===== config.mk =====
export PLATFORM = sky130hd
export DESIGN_NAME = ula_operand_stage
export DESIGN_NICKNAME = d
export VERILOG_FILES = /design/src/rtl/ula_operand_stage.sv
export SDC_FILE = /design/constraint.sdc
export NUM_CORES = 1
export LEC_CHECK = 0
export ABC_AREA = 1
export CAP_MARGIN = 20
export CORE_MARGIN = 2
export CORE_UTILIZATION = 43
export CTS_CLUSTER_SIZE = 25
export DETAILED_ROUTE_END_ITERATION = 7
export PLACE_DENSITY = 0.82
export SLEW_MARGIN = 20
export SYNTH_ARGS = -nofsm -noshare
export SYNTH_HDL_FRONTEND = slang
export SYNTH_SLANG_ARGS = --single-unit

===== constraint.sdc =====
create_clock -name clk -period 1.9 [get_ports clk]
set_input_delay 0.38 -clock clk [delete_from_list [all_inputs] [get_ports clk]]
set_output_delay 0.38 -clock clk [all_outputs]
set_load 0.005 [all_outputs]

===== src/rtl/ula_operand_stage.sv =====
// Execute-stage operand register feeding the ALU: resolves EX/MEM and MEM/WB
// forwarding, blocks on load-use hazards, and holds X/Y/sel behind a valid/ready handshake.
module ula_operand_stage #(
  parameter int unsigned XLEN = 32,
  parameter int unsigned REGW = 5,
  parameter int unsigned SELW = 4,
  parameter logic [SELW-1:0] MAX_SEL = 4'b1010,
  parameter int unsigned CNTW = 16
) (
  input  logic            clk,
  input  logic            rst,
  input  logic            in_valid,
  output logic            in_ready,
  input  logic [SELW-1:0] in_sel,
  input  logic [REGW-1:0] in_rs1,
  input  logic [REGW-1:0] in_rs2,
  input  logic [XLEN-1:0] in_rv1,
  input  logic [XLEN-1:0] in_rv2,
  input  logic [XLEN-1:0] in_imm,
  input  logic            in_use_imm,
  input  logic            fwd_a_en,
  input  logic [REGW-1:0] fwd_a_rd,
  input  logic [XLEN-1:0] fwd_a_data,
  input  logic            fwd_a_pending,
  input  logic            fwd_b_en,
  input  logic [REGW-1:0] fwd_b_rd,
  input  logic [XLEN-1:0] fwd_b_data,
  input  logic            flush,
  output logic            out_valid,
  input  logic            out_ready,
  output logic [SELW-1:0] out_sel,
  output logic [XLEN-1:0] out_x,
  output logic [XLEN-1:0] out_y,
  output logic            out_illegal,
  output logic [CNTW-1:0] stall_cnt
);

  localparam logic [SELW-1:0] SEL_NOT = SELW'(4'b0111);

  logic            rs2_used;
  logic            a_match_x;
  logic            a_match_y;
  logic            b_match_x;
  logic            b_match_y;
  logic            hazard;
  logic            capture;
  logic [XLEN-1:0] x_next;
  logic [XLEN-1:0] y_next;

  // A pending fwd_a match wins the priority but stalls, so its data is never captured.
  always_comb begin
    rs2_used  = !in_use_imm && (in_sel != SEL_NOT);
    a_match_x = fwd_a_en && (fwd_a_rd != '0) && (fwd_a_rd == in_rs1);
    a_match_y = rs2_used && fwd_a_en && (fwd_a_rd != '0) && (fwd_a_rd == in_rs2);
    b_match_x = fwd_b_en && (fwd_b_rd != '0) && (fwd_b_rd == in_rs1);
    b_match_y = rs2_used && fwd_b_en && (fwd_b_rd != '0) && (fwd_b_rd == in_rs2);

    hazard = in_valid && fwd_a_pending && (a_match_x || a_match_y);

    x_next = in_rv1;
    if (a_match_x)      x_next = fwd_a_data;
    else if (b_match_x) x_next = fwd_b_data;

    y_next = in_rv2;
    if (in_use_imm)     y_next = in_imm;
    else if (a_match_y) y_next = fwd_a_data;
    else if (b_match_y) y_next = fwd_b_data;

    in_ready = (!out_valid || out_ready) && !hazard;
    capture  = in_valid && in_ready;
  end

  always_ff @(posedge clk) begin
    if (rst) begin
      out_valid   <= 1'b0;
      out_sel     <= '0;
      out_x       <= '0;
      out_y       <= '0;
      out_illegal <= 1'b0;
      stall_cnt   <= '0;
    end else begin
      if (flush) begin
        out_valid <= 1'b0;
      end else if (capture) begin
        out_valid   <= 1'b1;
        out_sel     <= in_sel;
        out_x       <= x_next;
        out_y       <= y_next;
        out_illegal <= (in_sel > MAX_SEL);
      end else if (out_ready) begin
        out_valid <= 1'b0;
      end

      if (hazard && !flush && (stall_cnt != {CNTW{1'b1}})) begin
        stall_cnt <= stall_cnt + 1'b1;
      end
    end
  end

endmodule

Word-level counts from Yosys, hierarchy flattened
Cells that the tools add are included.
{ "word_totals": {"reg_bits": 86, "latchBits": 0, "ramBits": 0, "mem_bits_ro": 0, "inputBits": 193, "output_inout_bits": 87, "memories": 0} }
{ "op_classes": {"add_sub_neg": 1, "multipliers": 0, "div": 0, "magnitude_cmp": 1, "n_eq_ne": 6, "n_shift": 0, "n_mux": 7, "bitwise": 1, "n_reduce_logical": 28} }
{ "ops": {"columns": ["cell", "n"], "rows": [
  ["$mux W32", 5],
  ["$eq A5 B5 Y1", 4],
  ["$logic_and A1 B1 Y1", 17],
  ["$add A16 B1 Y16 const B", 1],
  ["$ne A16 B16 Y1 const B", 1],
  ["$reduce_bool A5 Y1", 2],
  ["$gt A4 B4 Y1 const B", 1],
  ["$logic_not A1 Y1", 4],
  ["$ne A4 B3 Y1 const B", 1],
  ["$logic_or A1 B1 Y1", 2],
  ["$mux W1", 2],
  ["$reduce_and A2 Y1", 1],
  ["$reduce_bool A2 Y1", 1],
  ["$reduce_or A2 Y1", 1],
  ["$not A1 Y1", 1]
]} }

Depth between registers and ports, before layout
{ "logic_depth": {"ltp_word": 11, "depth_mapped": 13, "depth_no_buf": 12} }

Worst setup path after synthesis
OpenSTA, ideal clock, no wires.
{ "synth_path": {"kind": "reg-to-reg", "start": "register stall_cnt[0]", "end": "register stall_cnt[5]", "setup_time_ps": 70, "arrival_ps": 1631, "t_required_ps": 1830, "slack_ps": 199, "stages_incl_launch_ff": 9, "synth_period_minus_slack_ps": 1701, "cell_sequence": "dfxtp_1 -> ha_1 -> nand2_1 -> nor2_1 -> nand4_2 -> nand2_2 -> buf_2 -> nand2_1 -> a21oi_1"} }
{ "synth_via": {"elab_chain_cells": 2, "word_cells_on_any_way": 3, "classes_between": "add/sub (1); eq/ne (1); reduce/logical (1)"} }
{ "synth_rtl": {"columns": ["element", "line", "source"], "rows": [
  ["start: declaration", "35", "output logic [CNTW-1:0] stall_cnt"],
  ["start signal: assignment", "95", "stall_cnt <= stall_cnt + 1'b1;"],
  ["parallel branches: the longest is 2 deep, another holds $add A16 B1 Y16", null, null]
]} }
Several ways; the timed one is not identified.
A chain may end at the register's enable or synchronous reset.

Final worst setup path
{ "layout_path": {"start": "input port in_use_imm", "end": "register out_y[28]"} }
{ "layout_via": {"elab_chain_cells": 11, "word_cells_on_any_way": 17, "classes_between": "mux (3); reduce/logical (14)"} }
{ "layout_rtl": {"columns": ["element", "line", "source"], "rows": [
  ["start: declaration", "20", "input logic in_use_imm,"],
  ["$logic_not A1 Y1", "52", "rs2_used = !in_use_imm && (in_sel != SEL_NOT);"],
  ["$logic_and A1 B1 Y1", "52", null],
  ["$logic_and A1 B1 Y1 (3 in a row)", "54", "a_match_y = rs2_used && fwd_a_en && (fwd_a_rd != '0) && (fwd_a_rd == in_rs2);"],
  ["$logic_or A1 B1 Y1", "58", "hazard = in_valid && fwd_a_pending && (a_match_x || a_match_y);"],
  ["$logic_and A1 B1 Y1", "58", null],
  ["$logic_not A1 Y1", "69", "in_ready = (!out_valid || out_ready) && !hazard;"],
  ["$logic_and A1 B1 Y1", "69", null],
  ["$logic_and A1 B1 Y1", "70", "capture = in_valid && in_ready;"],
  ["$reduce_and A2 Y1 (no source line)", null, null],
  ["end signal: assignment", "88", "out_y <= y_next;"],
  ["end: declaration", "33", "output logic [XLEN-1:0] out_y,"]
]} }
Parallel ways exist; a longest one is shown, timed or not.

==> reports/qor.csv <==
metric,value,unit
cts bufs inserted,9,
final setup fails,0,
global placer's final weighted congestion,0.894,
Rel. slew slack,67.8,%
P_leak,5.07,nW
DR vias,8449,
htree depth,3,
number of synthesized flops with an enable pin,0,
area occupied by multi-input gates,3820,um2
status,completed,
# clock sinks,86,
layout cells sized above 1,10.3,%
"Clk Latency, worst-skew pair",0.34,ns
Clock Skews,0.00447,ns
Post-Route WL,26.9,mm
Rows,44,
largest net degree at the start of global routing,65,
Synth top area share,27.0,%
synthesized cell area,6370,um2
most frequent cell after synthesis,nand2_1,
final worst path period need,1.85,ns
area delta synth->final,64.8,%
CTS tree,yes,
vias in the first global route,7811,
Die Y,126,um
count of cell types in the netlist,30,
Worst Tran Pin Value,0.484,ns
fillcell total,1217,
Post-synth top cells,"nand2_1 (363), inv_1 (186), nand3_1 (123)",
Cell Pwr Density,525,nW/um2
Synth area leader,dfxtp_1,
drt drc,0,
ANT nets after route,0,
Initial DRT Pass Iterations,8,
YS warnings,0,
"Power, Total",0.00552,W
ys async rst share,0,%
register area share after synthesis,27.0,%
"Design Area, Final",10500,um2
CP Max Fanout,8,
Worst setup EP type,flip-flop,
Die Wd,126,um
initial antenna violation count,1,
"Hold-fix buffers, CTS",0,
Slew Limit Fails,0,
Clock transition at path regs,0.06,ns
post-DP HPWL,18.0,mm
first-pass GRT wire length,39.5,mm
Cells after Synth,1123,
crit path kind,primary input to flip-flop,
Syn Nets,1317,
global-route usage over all layers,30.8,%
Hold Path Class,flip-flop to flip-flop,
per-cell routed wire length,16.7,um
Initial Util,43.9,%
Final #Nets,1614,
port bufs,279,
Max IR drop VDD,0.000448,V
Top Ports,280,
Core ar.,14500,um2
CP Data Required Time,2.17,ns
Die ar.,15800,um2
Tcrit/Tclk final,97.4,%
dpl ws,-0.580,ns
Reg area,1720,um2
fmax,540,MHz
Max Cap Viol,0,
Via density,5.25,
arrival time at the worst endpoint,2.13,ns
main area contributors after synthesis,"dfxtp_1 (27%), nand2_1 (21%), inv_1 (11%)",
hold path depth,2,
Main synth FF type,dfxtp_1,
slack of the critical path,0.0495,ns
Syn Area/Cell,5.68,um2
GR Overflow Total,0,
Placed Area,9710,um2
root buf cell,clkbuf_16,
R2R cell count,7,
Iteration-0 DRC Markers,784,
CP startpoint kind,primary input,
maximum buffer depth of the clock tree,2,
hold violation count in the final report,0,
Yosys reg bits,86,
## critical path, stage by stage
cell             delay, ns
clkdlybuf4s50_1       0.43
inv_2                 0.09
buf_4                 0.13
nand3_2               0.09
nor2_4                0.15
nand2_4               0.11
buf_6                 0.17
nand2_1               0.06
nand3_1               0.06
a21oi_1               0.21
nand2_1               0.09
a21oi_1               0.14
## cell families after synthesis
kind of cell,after synthesis,share of synthesized area [%]
flops,86,27.0
xor+xnor,28,3.85
fa+ha+maj,1,0.196
buf+inv,258,16.4
simple gates,597,40.5
compound gates,153,12.1
## registers in the layout, indices dropped and copies added, names as in the netlist
name / count
out_illegal: 1
out_sel: 4
out_valid: 1
out_x: 32
out_y: 32
stall_cnt: 16
## per-layer routing
layer	track usage [%]	up-vias	wire length, um
met5	0	-	0
met4	13.1	0	973
met3	6.07	71	2530
met2	52.7	436	12700
met1	37.9	3833	10700
li1	-	4109	-
## area by class of cell
class / count / area share, %
diodes: 1 / 0.0238
clock buffers: 11 / 2.31
clock inverters: 5 / 0.786
inverters: 188 / 6.72
multi-input cells: 779 / 36.4
flip-flops and latches: 86 / 16.4
well taps: 184 / 2.19
repair buffers: 356 / 35.2
## through the flow
| stage | util (%) | hold slack, ns | TNS, ns | std cells |
|---|---|---|---|---|
| 5_1_grt | 72.3 | 0.475 | -0.104 | 1610 |
| 6_report | 72.3 | 0.461 | 0 | 1610 |
| 4_1_cts | 69.3 | 0.465 | 0 | 1594 |
| 2_1_floorplan | - | 0.458 | 0 | 1123 |
| 3_3_place_gp | 66.8 | 0.450 | -34.95 | 1575 |
| 3_5_place_dp | 66.8 | 0.455 | -37.83 | 1575 |
## timing repair
action / CTS / global route
buffers inserted: 3 / 7
endpoints found under the hold margin: 0 / 0
pin swaps: 12 / 18
setup endpoints to repair: 70 / 68
gates cloned: 0 / 8
resized for setup: 37 / 48
## placed cells by master, fill, tap and decap left out, types with 4 or more instances in the layout
cell type,netlist,final
buf_12,0,16
a21oi_1,118,103
o21ai_1,12,13
nor2_1,55,49
clkdlybuf4s50_1,0,252
dfxtp_1,86,86
xor2_1,17,17
o21ai_0,21,20
buf_6,4,9
dlygate4sd2_1,0,17
nand2_2,3,8
nor2_4,3,8
nand2_1,363,355
nor3_1,4,4
clkbuf_16,0,16
a21oi_2,0,15
buf_4,4,44
nand3_1,123,121
inv_1,186,185
nand4_1,35,35
xnor2_1,11,7
## power breakdown
group	switching, W	total [W]	internal [W]
sequential	0.0000507	0.00195	0.00190
combinational	0.000757	0.00162	0.000862
clock	0.000761	0.00195	0.00119
## path summary, 6_finish.rpt
kind / startpoint / to / slack [ns]
worst max-delay path: in_use_imm / out_y[28] / 0.05
worst min-delay path: out_y[6] / out_y[6] / 0.46
worst max register to register: stall_cnt[0] / stall_cnt[14] / 0.16
worst min register to register: out_y[6] / out_y[6] / 0.46
No activity file was read; power rests on OpenSTA's default activity.
